**src/rtl/monitor_sequencia.sv**
```systemverilog
// Receive-side checker for a one-hot ring sequence: decodes each sample, locks onto the rotation,
// flags illegal codes and broken steps, and keeps saturating lap/error counters. Outputs registered, 1-cycle latency.
module monitor_sequencia #(
  parameter int NBITS  = 4,
  parameter int CNT_W  = 8,
  parameter int LOCK_N = 3
) (
  input  logic                     clk,
  input  logic                     reset,
  input  logic                     valido,
  input  logic [NBITS-1:0]         Entrada,
  output logic [$clog2(NBITS)-1:0] indice,
  output logic                     indice_valido,
  output logic                     travado,
  output logic                     erro,
  output logic [CNT_W-1:0]         voltas,
  output logic [CNT_W-1:0]         erros
);

  localparam int IW = $clog2(NBITS);
  localparam int CW = $clog2(LOCK_N + 1);
  localparam logic [NBITS-1:0] ONE = NBITS'(1);

  typedef enum logic [1:0] {BUSCA, SINC, TRAVADO} estado_t;

  estado_t          state_q, state_d;
  logic [CW-1:0]    conf_q, conf_d;
  logic [NBITS-1:0] anterior_q, anterior_d;
  logic [IW-1:0]    indice_q, indice_d;
  logic             iv_q, iv_d;
  logic             erro_q, erro_d;
  logic [CNT_W-1:0] voltas_q, voltas_d;
  logic [CNT_W-1:0] erros_q, erros_d;

  logic             is_zero, is_legal, is_ilegal, is_match, is_restart;
  logic             lap;
  logic [NBITS-1:0] esperado;
  logic [IW-1:0]    idx;

  // Exactly one bit set <=> nonzero and clearing the lowest set bit leaves nothing.
  assign is_zero    = (Entrada == '0);
  assign is_legal   = !is_zero && ((Entrada & (Entrada - ONE)) == '0);
  assign is_ilegal  = !is_zero && !is_legal;
  assign esperado   = {anterior_q[NBITS-2:0], anterior_q[NBITS-1]};
  assign is_match   = is_legal && (Entrada == esperado);
  assign is_restart = is_legal && !is_match && (Entrada == ONE);

  always_comb begin
    idx = '0;
    for (int i = 0; i < NBITS; i++) begin
      if (Entrada[i]) idx = IW'(i);
    end
  end

  always_comb begin
    state_d    = state_q;
    conf_d     = conf_q;
    anterior_d = anterior_q;
    indice_d   = indice_q;
    iv_d       = 1'b0;
    erro_d     = 1'b0;
    lap        = 1'b0;
    if (valido) begin
      if (is_legal) begin
        indice_d   = idx;
        iv_d       = 1'b1;
        anterior_d = Entrada;
      end else begin
        anterior_d = '0;
      end
      case (state_q)
        BUSCA: begin
          if (is_legal) begin
            state_d = SINC;
            conf_d  = CW'(1);
          end else if (is_ilegal) begin
            erro_d = 1'b1;
          end
        end
        SINC, TRAVADO: begin
          if (is_zero || is_ilegal) begin
            state_d = BUSCA;
            conf_d  = '0;
            erro_d  = is_ilegal;
          end else if (is_match) begin
            if (state_q == TRAVADO) begin
              lap = anterior_q[NBITS-1];
            end else begin
              conf_d = conf_q + CW'(1);
              if (conf_q == CW'(LOCK_N - 1)) state_d = TRAVADO;
            end
          end else begin
            // RESTART is the sequencer's parallel load, so it resyncs without an error.
            state_d = SINC;
            conf_d  = CW'(1);
            erro_d  = !is_restart;
          end
        end
        default: begin
          state_d = BUSCA;
          conf_d  = '0;
        end
      endcase
    end
    voltas_d = (lap && voltas_q != '1) ? voltas_q + CNT_W'(1) : voltas_q;
    erros_d  = (erro_d && erros_q != '1) ? erros_q + CNT_W'(1) : erros_q;
  end

  always_ff @(posedge clk) begin
    if (reset) begin
      state_q    <= BUSCA;
      conf_q     <= '0;
      anterior_q <= '0;
      indice_q   <= '0;
      iv_q       <= 1'b0;
      erro_q     <= 1'b0;
      voltas_q   <= '0;
      erros_q    <= '0;
    end else begin
      state_q    <= state_d;
      conf_q     <= conf_d;
      anterior_q <= anterior_d;
      indice_q   <= indice_d;
      iv_q       <= iv_d;
      erro_q     <= erro_d;
      voltas_q   <= voltas_d;
      erros_q    <= erros_d;
    end
  end

  assign indice        = indice_q;
  assign indice_valido = iv_q;
  assign travado       = (state_q == TRAVADO);
  assign erro          = erro_q;
  assign voltas        = voltas_q;
  assign erros         = erros_q;

endmodule

```
**config.mk**
```make
export PLATFORM = sky130hd
export DESIGN_NAME = monitor_sequencia
export DESIGN_NICKNAME = d
export VERILOG_FILES = /design/src/rtl/monitor_sequencia.sv
export SDC_FILE = /design/constraint.sdc
export NUM_CORES = 1
export LEC_CHECK = 0
export ABC_AREA = 1
export CORE_AREA = 2 2 68 70
export CTS_CLUSTER_DIAMETER = 50
export DETAILED_ROUTE_END_ITERATION = 12
export DIE_AREA = 0 0 70 72
export GPL_ROUTABILITY_DRIVEN = 0
export SYNTH_ARGS = -nofsm -noshare
export SYNTH_HDL_FRONTEND = slang
export SYNTH_SLANG_ARGS = --single-unit
```
**constraint.sdc**
```tcl
create_clock -name clk -period 1.57 [get_ports clk]
set_input_delay 0.314 -clock clk [delete_from_list [all_inputs] [get_ports clk]]
set_output_delay 0.314 -clock clk [all_outputs]
set_load 0.01 [all_outputs]
```
==> results of run 1 <==
[area by class of cell]
class	instances	area [um^2]
fillers	412	1871
multi-input cells	166	1039
flip-flops and latches	28	591.8
repair buffers	61	515.5
inverters	29	111.4
well taps	52	65.06
clock buffers	3	41.29
clock inverters	1	30.03
[state kept, by name, indices dropped and copies added, names as in the netlist]
register	count
indice	2
voltas	8
anterior_q	4
erros	8
indice_valido	1
conf_q	2
state_q	2
erro	1
[worst paths after layout]
| path | start | end | slack (ps) | cells after the start |
|---|---|---|---|---|
| max reg2reg | erros[0]$_SDFFE_PP0P_ | erros[6]$_SDFFE_PP0P_ | 70 | 7 |
| min | Entrada[2] | anterior_q[2]$_SDFFE_PP0P_ | 320 | 2 |
| max | erros[7]$_SDFFE_PP0P_ | erros[7] | 40 | 1 |
| min reg2reg | indice[1]$_SDFFE_PP0P_ | indice[1]$_SDFFE_PP0P_ | 460 | 2 |
[power by group]
part           total, mW  internal, mW  switching, mW
clock network      0.585         0.342          0.243
logic              0.405         0.176          0.229
registers          0.753         0.736         0.0172
total               1.74          1.25          0.489
[through the flow]
step / area, um^2 / std cells
floorplan: 1602 / 224
global placement: 2132 / 328
detailed placement: 2132 / 328
CTS: 2237 / 336
global route: 2394 / 340
finish: 2394 / 340
[synthesized netlist by cell type]
master and instances:
xnor2_1 4, dfxtp_1 28, nor2_2 2, nand4_2 1, nor2_1 20, nor3_1 2, nand3_4 1, o21bai_1 1
inv_2 5, a31oi_1 1, a21oi_1 21, nand2_2 5, clkbuf_1 2, nor3_2 1, nand3_1 12, nand3_2 2
nand2_1 56, nor3_4 1, nand2_4 1, nand4_1 9, a211oi_1 1, a32o_1 1, ha_1 6, xor2_1 6
o21ai_0 5, a21oi_2 4, nor2_4 2, inv_1 24
[logic make-up (layout without fill, tap and decap cells)]
logic type / Yosys count / after routing
xor gates and xnor gates: 10 / 10
DFF: 28 / 28
and+or+nand+nor: 115 / 116
adders and majority gates: 6 / 6
buffers and inverters: 31 / 94
AOI/OAI and AO/OA: 34 / 34
[timing repair]
item / in CTS / in global routing
hold buffers: 0 / 0
cloned: 0 / 1
hold endpoints to repair: 0 / 0
pin swaps: 3 / 12
buffers inserted: 4 / 3
gates resized for setup: 21 / 47
endpoints found under the setup margin: 35 / 31
[layer usage]
layer / global-route usage / up-vias / share of wire
li1: - / 857 / -
met1: 0.2017 / 733 / 0.47
met2: 0.2751 / 22 / 0.48
met3: 0.01944 / 7 / 0.028
met4: 0.05769 / 0 / 0.018
met5: 0 / - / 0
==> impl_metrics.json, run 1 <==
{
  "final_core_util": 0.5613,
  "drt_wl_total_um": 3946,
  "layout_common_cells": "nand2_1 (54), buf_4 (34), inv_1 (20), a21oi_1 (20)",
  "synth_fa_ha_area_frac": 0.04688,
  "syn-instance-count": 224,
  "grt_pass1_wl_um": 6589,
  "numClockSinks": 28,
  "mostFrequentLayoutCell": "nand2_1",
  "synth_compound_area_frac": 0.1227,
  "start_util": 0.3756,
  "synth-simple-area-share": 0.3531,
  "worst_slack_ps": 41.95,
  "grt_start_max_net_pins": 17,
  "vias_per_cell": 4.762,
  "grtUsageTotal": 0.1578,
  "min_period_ps": 1528,
  "crit_buf_inv": 1,
  "ioPinCount": 28,
  "power_mw": 1.743,
  "worst-slew-pin-transition_ps": 294.6,
  "netlist.top_cell.by_area": "dfxtp_1",
  "ys_ff_latch": 28,
  "cp_slowest_cell": "clkdlybuf4s50_1",
  "hold_class": "in -> reg",
  "io_buffers": 27,
  "avgSynthCellArea_um2": 7.150,
  "htreeDepth": 1,
  "drive_gt1_frac": 0.3576,
  "irDropWorstVdd_uv": 413.0,
  "antenna_found_initial": 0,
  "die_x_um": 70,
  "grt_pass1_vias": 1537,
  "max_stage_delay_ps": 540,
  "ys_types": 28,
  "leakage_nw": 1.089,
  "drv_slew": 0,
  "root_buffer": "clkbuf_8",
  "crit_type": "reg -> out",
  "synth_top_family_by_area": "simple AND/OR/NAND/NOR gates",
  "num_rows": 24,
  "cp.arrival_ps": 1210,
  "die_area_um2": 5040,
  "syn2layout_area_growth_pct": 49.45,
  "synth.yosys.seq_area_share": 0.3500,
  "place_hpwl_um": 2808,
  "finalSetupViolations": 0,
  "synth_top_cell_area_share": 0.3500,
  "startpoint_type": "flop",
  "relSlewSlack": 0.8034,
  "place_ws_ps": -471.0,
  "required_ps": 1260,
  "clock_latency_ps": 280,
  "syn_area_um2": 1602,
  "synth-xor-area-share": 0.05469,
  "drt_iter0_markers": 72,
  "max_cap_violations": 0,
  "cp_cell_sequence": "clkdlybuf4s50_1",
  "hold_viol_final": 0,
  "synth.area.mux_share": 0,
  "power.density_nw_per_um2": 728.2,
  "via_count": 1619,
  "core_area_um2": 4264,
  "clk_path_buf_depth": 2,
  "ys_warn_count": 0,
  "syn_nets": 237,
  "nNetsFinal": 302,
  "synth.area.top_cells": "dfxtp_1 (35%), nand2_1 (13%), a21oi_1 (6.6%)",
  "cp_max_fo": 4,
  "cp-end-kind": "output port",
  "wl_per_cell_um": 11.61,
  "grt_setup_unrepaired": "yes",
  "path_clk_slew_ps": 100,
  "drcViolationCount": 0,
  "skew_ps": 3.775,
  "status": "completed",
  "fin_crit_sh": 0.9733,
  "cts_tree": "built",
  "drt_pass1_iterations": 4,
  "num_antenna_cells": 0,
  "ant_nets": 0,
  "cts_made_buffers": 3,
  "die_y_um": 72,
  "cp_top_family": "buffers and inverters",
  "timing.fmax_mhz": 654.4,
  "gr-total-overflow": 0,
  "tns_ps": 0,
  "hold_slack_ps": 322.4
}
Power figures use the tool's default switching activity.
==> inputs of run 2 (changes only) <==
--- a/config.mk
+++ b/config.mk
@@ -6,6 +6,7 @@
 export NUM_CORES = 1
 export LEC_CHECK = 0
 export ABC_AREA = 1
+export CAP_MARGIN = 10
 export CORE_AREA = 2 2 68 70
 export CTS_CLUSTER_DIAMETER = 50
 export DETAILED_ROUTE_END_ITERATION = 12
==> results of run 2 <==
Final layout, timing and power as in run 1 (identical DEF).
